[src/rtl/lcd_write_sequencer.sv]
// HD44780-style write-only sequencer: autonomous power-up init from a small ROM,
// then one command/data byte per valid/ready handshake with fixed setup/EN/hold/exec waits.
module lcd_write_sequencer #(
  parameter int T_PWRUP = 750000,
  parameter int T_INIT1 = 205000,
  parameter int T_INIT2 = 5000,
  parameter int T_SU    = 2,
  parameter int T_EN    = 25,
  parameter int T_HOLD  = 2,
  parameter int T_CMD   = 2000,
  parameter int T_CLR   = 82000
) (
  input  logic        clk_clk,
  input  logic        reset_reset,
  input  logic        cmd_valid,
  output logic        cmd_ready,
  input  logic        cmd_rs,
  input  logic [7:0]  cmd_data,
  output logic        busy,
  output logic        init_done,
  output logic [10:0] lcd_export,
  output logic [2:0]  dbg_state
);

  // Handshake: a byte transfers on a rising edge where cmd_valid && cmd_ready;
  // cmd_ready is high only in IDLE after init, and cmd_rs/cmd_data are sampled on that edge only.

  function automatic int max2(input int a, input int b);
    return (a > b) ? a : b;
  endfunction

  localparam int T_MAX = max2(max2(max2(T_PWRUP, T_INIT1), max2(T_INIT2, T_SU)),
                              max2(max2(T_EN, T_HOLD), max2(T_CMD, T_CLR)));
  localparam int CW = $clog2(T_MAX + 1);

  // The counter holds "remaining cycles minus one" so a state lasts exactly T cycles.
  localparam logic [CW-1:0] L_PWRUP = CW'(T_PWRUP - 1);
  localparam logic [CW-1:0] L_INIT1 = CW'(T_INIT1 - 1);
  localparam logic [CW-1:0] L_INIT2 = CW'(T_INIT2 - 1);
  localparam logic [CW-1:0] L_SU    = CW'(T_SU - 1);
  localparam logic [CW-1:0] L_EN    = CW'(T_EN - 1);
  localparam logic [CW-1:0] L_HOLD  = CW'(T_HOLD - 1);
  localparam logic [CW-1:0] L_CMD   = CW'(T_CMD - 1);
  localparam logic [CW-1:0] L_CLR   = CW'(T_CLR - 1);

  typedef enum logic [2:0] {
    S_PWRUP  = 3'd0,
    S_SETUP  = 3'd1,
    S_ENABLE = 3'd2,
    S_HOLD   = 3'd3,
    S_WAIT   = 3'd4,
    S_IDLE   = 3'd5
  } state_t;

  function automatic logic [7:0] init_byte(input logic [2:0] idx);
    case (idx)
      3'd0, 3'd1, 3'd2: init_byte = 8'h30;
      3'd3:             init_byte = 8'h38;
      3'd4:             init_byte = 8'h0C;
      3'd5:             init_byte = 8'h01;
      default:          init_byte = 8'h06;
    endcase
  endfunction

  state_t          r_state, w_nxt_state;
  logic [CW-1:0]   r_cnt, w_nxt_cnt, w_wait_load;
  logic [2:0]      r_idx, w_nxt_idx;
  logic            r_init_done, w_nxt_done;
  logic            r_rs, w_nxt_rs;
  logic [7:0]      r_data, w_nxt_data;
  logic            r_en, r_ready, r_busy;
  logic            w_cnt_zero;

  assign w_cnt_zero = (r_cnt == '0);

  always_comb begin
    w_wait_load = L_CMD;
    if (!r_init_done) begin
      case (r_idx)
        3'd0:    w_wait_load = L_INIT1;
        3'd1:    w_wait_load = L_INIT2;
        3'd5:    w_wait_load = L_CLR;
        default: w_wait_load = L_CMD;
      endcase
    end else if (!r_rs && r_data[7:1] == 7'b0000000 && r_data[0]) begin
      w_wait_load = L_CLR;
    end else if (!r_rs && r_data[7:1] == 7'b0000001) begin
      w_wait_load = L_CLR;
    end
  end

  always_comb begin
    w_nxt_state = r_state;
    w_nxt_cnt   = r_cnt - CW'(1);
    w_nxt_idx   = r_idx;
    w_nxt_done  = r_init_done;
    w_nxt_rs    = r_rs;
    w_nxt_data  = r_data;
    case (r_state)
      S_PWRUP: if (w_cnt_zero) begin
        w_nxt_state = S_SETUP;
        w_nxt_cnt   = L_SU;
        w_nxt_idx   = 3'd0;
        w_nxt_rs    = 1'b0;
        w_nxt_data  = init_byte(3'd0);
      end
      S_SETUP: if (w_cnt_zero) begin
        w_nxt_state = S_ENABLE;
        w_nxt_cnt   = L_EN;
      end
      S_ENABLE: if (w_cnt_zero) begin
        w_nxt_state = S_HOLD;
        w_nxt_cnt   = L_HOLD;
      end
      S_HOLD: if (w_cnt_zero) begin
        w_nxt_state = S_WAIT;
        w_nxt_cnt   = w_wait_load;
      end
      S_WAIT: if (w_cnt_zero) begin
        if (r_init_done) begin
          w_nxt_state = S_IDLE;
        end else if (r_idx == 3'd6) begin
          w_nxt_state = S_IDLE;
          w_nxt_done  = 1'b1;
        end else begin
          w_nxt_state = S_SETUP;
          w_nxt_cnt   = L_SU;
          w_nxt_idx   = r_idx + 3'd1;
          w_nxt_rs    = 1'b0;
          w_nxt_data  = init_byte(r_idx + 3'd1);
        end
      end
      S_IDLE: begin
        w_nxt_cnt = r_cnt;
        if (cmd_valid && r_ready) begin
          w_nxt_state = S_SETUP;
          w_nxt_cnt   = L_SU;
          w_nxt_rs    = cmd_rs;
          w_nxt_data  = cmd_data;
        end
      end
      default: begin
        w_nxt_state = S_PWRUP;
        w_nxt_cnt   = L_PWRUP;
      end
    endcase
  end

  always_ff @(posedge clk_clk) begin
    if (reset_reset) begin
      r_state     <= S_PWRUP;
      r_cnt       <= L_PWRUP;
      r_idx       <= 3'd0;
      r_init_done <= 1'b0;
      r_rs        <= 1'b0;
      r_data      <= 8'h00;
      r_en        <= 1'b0;
      r_ready     <= 1'b0;
      r_busy      <= 1'b1;
    end else begin
      r_state     <= w_nxt_state;
      r_cnt       <= w_nxt_cnt;
      r_idx       <= w_nxt_idx;
      r_init_done <= w_nxt_done;
      r_rs        <= w_nxt_rs;
      r_data      <= w_nxt_data;
      r_en        <= (w_nxt_state == S_ENABLE);
      r_ready     <= (w_nxt_state == S_IDLE) && w_nxt_done;
      r_busy      <= (w_nxt_state != S_IDLE);
    end
  end

  // RS/D come straight from the current-byte registers, which only load on SETUP entry.
  assign lcd_export = {r_en, 1'b0, r_rs, r_data};
  assign cmd_ready  = r_ready;
  assign busy       = r_busy;
  assign init_done  = r_init_done;
  assign dbg_state  = r_state;

endmodule

[config.mk]
export PLATFORM = sky130hd
export DESIGN_NAME = lcd_write_sequencer
export DESIGN_NICKNAME = d
export VERILOG_FILES = /design/src/rtl/lcd_write_sequencer.sv
export SDC_FILE = /design/constraint.sdc
export NUM_CORES = 1
export LEC_CHECK = 0
export CAP_MARGIN = 20
export CORE_ASPECT_RATIO = 2
export CORE_MARGIN = 10
export CORE_UTILIZATION = 45
export CTS_CLUSTER_SIZE = 30
export DETAILED_ROUTE_END_ITERATION = 10
export HOLD_SLACK_MARGIN = 0.03
export PLACE_DENSITY = 0.79
export SLEW_MARGIN = 20
export SYNTH_ARGS = -nofsm -noshare
export SYNTH_HDL_FRONTEND = slang
export SYNTH_SLANG_ARGS = --single-unit
[constraint.sdc]
create_clock -name clk_clk -period 2.1 [get_ports clk_clk]
set_input_delay 0.42 -clock clk_clk [delete_from_list [all_inputs] [get_ports clk_clk]]
set_output_delay 0.42 -clock clk_clk [all_outputs]
set_load 0.01 [all_outputs]
After elaboration in Yosys (flattened, before gate mapping)
Index checks and enable logic that the tools add are counted.
Word-level totals
  register bits after elaboration: 39
  logic and storage cells: 93
  output and inout bits: 17
Operators by class
  add/subtract/negate cells: 2
  equal/unequal tests: 22
  reduce and logical (&&, ||, !) cells: 17
  mux-type cells: 43
Operators by type and width (number)
  $mux 20: 8
  $pmux 20 s5: 1
  $pmux 18 s3: 1
  $mux 8: 5
  $mux 3: 12
  $mux 17: 2
  $pmux 6 s4: 1
  $pmux 8 s3: 1
  $eq 3x3->1 const B: 7
  $logic_not 20->1: 1
  $sub 20x1->20 const B: 1
  $pmux 3 s6: 1
  $eq 3x2->1 const B: 5
  $ne 2x2->1 const B: 5
  $eq 3x1->1 const B: 3
  $logic_not 3->1: 3
  $mux 1: 9
  $eq 7x1->1 const B: 1
  $logic_not 7->1: 1
  $pmux 3 s2: 1
  $reduce_and 6->1: 1
  $logic_and 1x1->1: 5
  $reduce_and 5->1: 1
  $add 3x1->3 const B: 1
  7 further kinds: 7

Logic depth before layout (Yosys ltp)
Gate-level depths: netlist (run 1).
  depth in word-level cells: 8
  depth in mapped cells: 8
  mapped depth without buffers: 7

Worst setup path before layout (run 1)
OpenSTA, ideal clock, no wires.
  kind: reg-to-reg
  start: reg r_idx[0]
  end: reg r_cnt[17]
  period minus slack after synthesis: 2.151 ns
  path slack: -0.051 ns
  data arrival time: 2.025 ns
  setup time: 0.127 ns
  cell stages (with the launch flop): 8
  path buffers: 0
  data required time: 1.973 ns
  path through: dfxtp_1 > inv_1 > ha_1 > a21o_1 > or4_4 > o21a_4 > a2111oi_4 > a21oi_1
On the way
  word-level cells in the longest chain between the ends: 5
  elaborated cells on any way between the ends: 11
  classes of those cells: eq/ne (3); mux (7); reduce/logical (1)
RTL lines
  from (decl): line 67  | logic [2:0] r_idx, w_nxt_idx;
  from (signal assigned): line 163  | r_idx <= w_nxt_idx;
  $eq 3x3->1, or another cell as far along: line 79  | case (r_idx)
  $pmux 18 s3 or $mux 20 (tied branches): line 79, 122
  $mux 20, on equally long branches: line 78, 120
  $mux 20, on equally long branches: line 115, 119
  $pmux 20 s5 (*): line 99  | case (r_state)
  to (signal assigned): line 162  | r_cnt <= w_nxt_cnt;
  to (decl): line 66  | logic [CW-1:0] r_cnt, w_nxt_cnt, w_wait_load;
Every way passes the cells marked *; elsewhere a longest branch is shown, timed or not.
A chain may end at the register's enable or synchronous reset.

Final worst setup path (run 1)
  start: reg r_cnt[2]
  end: reg r_cnt[12]
On the way
  word-level cells in the longest chain between the ends: 5
  elaborated cells on any way between the ends: 9
  classes of those cells: add/sub (1); mux (7); reduce/logical (1)
RTL lines
  $sub 20x1->20: line 94  | w_nxt_cnt = r_cnt - CW'(1);
  $mux 20: line 122  | end else if (r_idx == 3'd6) begin
  $mux 20: line 120  | if (r_init_done) begin
  $mux 20: line 119  | S_WAIT: if (w_cnt_zero) begin
  $pmux 20 s5 (*): line 99
Marks and branches as above.

==> results.py, run 1 <==
metrics = {
    "outcome": {
        "status": "finished clean",
    },
    "setup_path": {
        "rrSetupSlack_ns": 0.04,
        "required_ns": 2.28,
        "path_class": "register to register",
        "cp_max_fo": 6,
        "crit_chain": "or4_4, buf_6, a2111oi_4, buf_4, a21o_4, o21ai_2, a221o_1",
        "reg2reg_to": "r_cnt[12]",
        "end_kind": "register",
        "cp_slowest_stage_delay_ns": 0.58,
        "slowest_stage": "or4_4",
        "crit_family": "compound AO/OA/AOI/OAI gates",
        "critPathArrivalTime_ns": 2.24,
        "startpoint_type": "register",
        "critPathBufInv": 2,
        "r2r_start": "r_cnt[2]",
        "reg2regPathDepth": 7,
    },
    "synth": {
        "ys_warn_count": 0,
        "synth_seq_cells": 39,
        "dominantRegCellSynth": "dfxtp_1",
        "synth_top_area_share_pct": 30.25,
        "syn_area_um2": 2581,
        "async_flop_share_pct": 0,
        "yosys.area.top_type": "dfxtp_1",
        "ys_seq_area_share_pct": 30.25,
        "synthTopCellsByArea": "dfxtp_1 30%, a21oi_1 4.8%, ha_1 4.4%",
        "synth_cells": 323,
        "synth-edff-count": 0,
        "netlist-cell-type-count": 68,
        "avgSynthCellArea_um2": 7.991,
        "syn-num-nets": 344,
    },
    "cts": {
        "cts_max_level": 2,
        "cts_num_sinks": 39,
        "cts.clk_slew.worst_paths_ns": 0.06,
        "cts_max_path_buffers": 2,
        "clockRootBuffer": "clkbuf_16",
        "cts_tree": "built",
        "clock_latency_ns": 0.29,
        "cts_buffers": 5,
    },
    "drt": {
        "wl_met2_um": 4763,
        "drc": 0,
        "top_layer_used": "met4",
        "ant_nets": 0,
        "vias": 2800,
        "wl_met1_um": 2888,
        "post_drt_wl_per_cell_um": 19.14,
        "firstDrtPassIters": 4,
        "via_per_inst": 6.222,
        "drt_iter0_markers": 180,
        "drt-total-wl_um": 8615,
        "wl_met3_um": 424,
    },
    "sta": {
        "finalHoldViolations": 0,
        "timing.setup.tns_ns": 0,
        "timing.final.crit_share_pct": 98.04,
        "finalSetupViolCount": 0,
        "hold_ws_ns": 0.4771,
        "fin_skew_ns": 0.005261,
        "fmax_ghz": 0.4857,
        "slew_violations": 0,
        "rsz0062_at_grt": "true",
        "fin_crit_ns": 2.059,
        "setup_ws_ns": 0.04110,
    },
    "die": {
        "die_w_um": 73.56,
        "num_rows": 39,
        "start_util_pct": 45.60,
        "fp.dieH_um": 127.1,
        "io_pins": 29,
        "die-area_um2": 9349,
        "core_um2": 5660,
    },
    "cells_and_area": {
        "layout.cells.non_filler": 450,
        "final_cell_mix": "51 x buf_4, 36 x dfxtp_1, 28 x nand2_1, 27 x clkdlybuf4s50_1, 25 x nor2_1",
        "diodes": 0,
        "post-route-util_pct": 61.32,
        "final_cell_area_um2": 3471,
        "areaGrowthSynthToFinish_pct": 34.46,
        "nNetsFinal": 411,
        "n_fill_cell": 472,
        "drive_gt1_share_pct": 23.39,
        "final_common_cell": "buf_4",
    },
    "place": {
        "dpl_cell_area_um2": 3222,
        "place_hpwl_um": 6797,
        "gp_congestion": 0.9413,
        "pre_cts_slack_ns": -0.07185,
        "io_buffers": 27,
        "placed_cells": 441,
    },
    "hold_path": {
        "min_delay_worst_endpoint": "r_data[6]",
        "hp-class": "register to register",
        "worstHoldStart": "r_data[6]",
        "hold_path_depth": 2,
    },
    "grt": {
        "grt_pass1_wl_um": 13680,
        "grt_usage_pct": 18.27,
        "grt_overflow": 0,
        "grt_max_degree": 20,
        "grt_pass1_vias": 2970,
        "antenna_found_initial": 0,
    },
    "power_and_ir_drop": {
        "power_density_nw_per_um2": 456.7,
        "power.leakage_nw": 1.292,
        "peakVddDrop_v": 0.0005773,
        "finalPower_mw": 1.585,
    },
    "flow_run": {
        "cap_violations": 0,
    },
}
## flip-flops by register name (all words and copies together), names as in the netlist
signal	flops
cmd_ready	1
r_data	8
r_en	1
busy	1
r_idx	3
dbg_state	3
r_cnt	20
init_done	1
r_rs	1
## synth_stat cells (3+ instances only)
cell type / count
clkbuf_1: 13
and2_1: 3
nor3_1: 20
buf_4: 4
nor4_1: 5
a21oi_1: 25
a211oi_1: 13
buf_2: 4
xnor2_1: 3
o21ai_0: 15
a31oi_1: 8
nand2_1: 28
ha_1: 9
inv_1: 6
nand4_1: 3
a311oi_1: 4
nand2b_1: 3
nand3_1: 13
or4_1: 4
nor2_1: 25
o211ai_1: 9
o21ai_1: 3
or3_1: 3
dfxtp_1: 39
a21o_1: 4
nor2b_1: 3
## how the worst max path moves through the flow
stage	startpoint	end	slack, ns	cells after the start
CTS	r_cnt[4]	r_cnt[11]	-0.01	7
global route	r_cnt[0]	r_cnt[13]	-0.007	7
finish	r_cnt[2]	r_cnt[12]	0.04	7
floorplan	r_cnt[2]	r_cnt[17]	0.007	6
global placement	r_cnt[2]	r_cnt[12]	-0.02	5
detailed placement	r_cnt[2]	r_cnt[12]	-0.07	6
## layer usage
metal | vias to the layer above | global-route usage [%]
li1 | 1351 | -
met1 | 1317 | 15.75
met2 | 93 | 32.81
met3 | 39 | 4.419
met4 | 0 | 15.66
met5 | - | 0
## worst reg2reg max path, stage by stage, from the launching register on
cell and delay (ns):
dfxtp_1 0.31, or4_4 0.58, buf_6 0.15, a2111oi_4 0.20
buf_4 0.20, a21o_4 0.17, o21ai_2 0.06, a221o_1 0.28
## timing repair
action                                  CTS  global route
endpoints found under the setup margin   14            27
buffers inserted                          3             0
pin swaps                                 9             9
hold buffers                              0             0
gates resized for setup                  12            13
## kinds of logic (layout without fill, tap and decap cells)
family                   Yosys count  in the layout  synth area share, %
multiplexers                       2              2               0.7756
flip-flops                        39             39                30.25
other                              1              1               0.1453
AND/OR/NAND/NOR                  131            131                27.39
XOR/XNOR                           5              5                1.697
AO/OA/AOI/OAI                    108            108                30.25
adder cells (fa/ha/maj)            9              9                4.363
buffers and inverters             28             94                5.138
## power by group
part           leakage [nW]  total (mW)  switching, mW  internal, mW
clock network        0.0628       0.723          0.296         0.427
logic                 0.913       0.109         0.0543        0.0548
registers             0.316       0.753        0.00401         0.749
total                  1.29        1.59          0.354          1.23
## layout make-up
class                           instances  area [um2]  area share (%)
Clock buffer                            6       128.9           3.713
Timing Repair Buffer                   82       706.9           20.37
Sequential cell                        39       784.5           22.60
Inverter                                6       22.52          0.6489
Tap cell                               61       76.32           2.199
Multi-Input combinational cell        256        1752           50.47
(Power assumes the default switching activity.)
==> inputs of run 2 (changes only) <==
CTS_BUF_LIST = sky130_fd_sc_hd__clkbuf_2 sky130_fd_sc_hd__clkbuf_4 sky130_fd_sc_hd__clkbuf_8   (was not set)
==> run 2 against run 1 <==
  * Die area is the same
  * Global-route usage is 0.14 points lower
  * Via count grew 3.0%
  * Hold slack gained 0.0056 ns
  * Final cell count is the same
  * Critical path type unchanged
  * Critical endpoint is now r_cnt[7]
  * Highest routed layer unchanged
==> results.py, run 2 (synthesis gave the netlist of run 1 again) <==
metrics = {
    "grt": {
        "grt_usage_pct": 18.13,
        "use_met2_pct": 32.91,
        "grt_overflow": 0,
        "met3_usage_pct": 4.419,
        "grt_pass1_wl_um": 13590,
        "grt_pass1_vias": 2974,
        "grt_max_degree": 20,
        "antenna_found_initial": 0,
        "gr-max-usage-layer": "met2",
        "grt_use_met1_pct": 15.52,
    },
    "drt": {
        "ant_nets": 0,
        "drt-total-wl_um": 8619,
        "vias": 2883,
        "via_per_inst": 6.407,
        "post_drt_wl_per_cell_um": 19.15,
        "drc": 0,
        "drt_iter0_markers": 169,
        "firstDrtPassIters": 5,
    },
    "setup_path": {
        "path_class": "register to register",
        "startpoint_type": "register",
        "r2r_start": "r_cnt[2]",
        "rrSetupSlack_ns": 0.02,
        "required_ns": 2.27,
        "end_kind": "register",
        "setup.worst_path.start": "r_cnt[2]",
        "critPathArrivalTime_ns": 2.24,
        "reg2regPathDepth": 8,
        "cp_max_fo": 6,
    },
    "cts": {
        "cts_num_sinks": 39,
        "cts_buffers": 5,
        "ctsHoldBuffers": 0,
        "clockRootBuffer": "clkbuf_8",
        "cts_tree": "built",
        "cts_max_level": 2,
        "cts.clk_slew.worst_paths_ns": 0.08,
        "clock_latency_ns": 0.31,
        "cts_max_path_buffers": 2,
    },
    "sta": {
        "fmax_ghz": 0.4816,
        "fin_crit_ns": 2.077,
        "slew_violations": 0,
        "finalHoldViolations": 0,
        "rsz0062_at_grt": "true",
        "finalSetupViolCount": 0,
        "timing.setup.tns_ns": 0,
        "fin_skew_ns": 0.008109,
        "timing.final.crit_share_pct": 98.88,
    },
    "die": {
        "die_w_um": 73.56,
        "start_util_pct": 45.60,
        "core_um2": 5660,
        "num_rows": 39,
        "fp.dieH_um": 127.1,
        "io_pins": 29,
        "die-area_um2": 9349,
    },
    "power_and_ir_drop": {
        "power_density_nw_per_um2": 394.3,
        "peakVddDrop_v": 0.0006321,
        "finalPower_mw": 1.360,
        "power.leakage_nw": 1.276,
    },
    "cells_and_area": {
        "regMostFlops": "r_cnt",
        "final_cell_mix": "49 x buf_4, 34 x dfxtp_1, 28 x nand2_1, 27 x clkdlybuf4s50_1, 24 x nor2_1",
        "reg.largest.list": "r_cnt x20, r_data x8",
        "areaGrowthSynthToFinish_pct": 33.59,
        "final_cell_area_um2": 3448,
        "layout.cells.non_filler": 450,
        "final_common_cell": "buf_4",
        "diodes": 0,
        "largest_reg_flops": 20,
        "drive_gt1_share_pct": 25.71,
        "post-route-util_pct": 60.92,
        "nNetsFinal": 411,
    },
    "place": {
        "placed_cells": 441,
        "io_buffers": 27,
        "dpl_cell_area_um2": 3222,
        "gp_congestion": 0.9413,
        "place_hpwl_um": 6797,
    },
    "hold_path": {
        "hp-class": "register to register",
        "hold_path_depth": 2,
        "worstHoldStart": "r_data[6]",
    },
    "flow_run": {
        "cap_violations": 0,
    },
    "outcome": {
        "status": "finished clean",
    },
}
[run 2: power by group]
part           switching (mW)  leakage [nW]  internal (mW)
Sequential            0.00375         0.315          0.748
Combinational          0.0540         0.920         0.0547
Clock                   0.264        0.0406          0.234
Total                   0.322          1.28           1.04
[run 2: metrics by stage]
stage          worst slack [ns]  hold slack (ns)
2_1_floorplan          0.007483           0.4398
4_1_cts                -0.01025           0.4834
3_3_place_gp           -0.02419           0.4670
5_1_grt                -0.01874           0.5078
3_5_place_dp           -0.07185           0.4699
6_report                0.02344           0.4827
[run 2: final timing paths]
kind                                  end
worst max register to register   r_cnt[7]
worst min-delay path            r_data[6]
worst max-delay path             r_cnt[7]
worst min register to register  r_data[6]
[run 2: critical path, cell delays in order (launching register included)]
cell       delay, ns
dfxtp_2         0.32
or4_4           0.58
buf_6           0.15
a2111oi_4       0.20
buf_4           0.20
a21o_4          0.17
buf_6           0.11
nor2_2          0.03
nand4b_1        0.18
[run 2: layer usage]
| layer | part of all wire, % | up-vias |
|---|---|---|
| li1 | - | 1348 |
| met1 | 33 | 1338 |
| met2 | 53 | 142 |
| met3 | 5.9 | 55 |
| met4 | 8.0 | 0 |
| met5 | 0 | - |
[run 2: cell type report]
cell class / instances / area [um2]
fillers: 483 / 2212
multi-input cells: 256 / 1772
flip-flops and latches: 39 / 787.0
repair buffers: 82 / 714.4
clock buffers: 6 / 76.32
well taps: 61 / 76.32
inverters: 6 / 22.52
[run 2: repair_timing]
| action | in CTS | in global routing |
|---|---|---|
| resized for setup | 11 | 23 |
| endpoints found under the setup margin | 15 | 27 |
| pin swaps | 9 | 18 |
| buffers inserted | 3 | 0 |
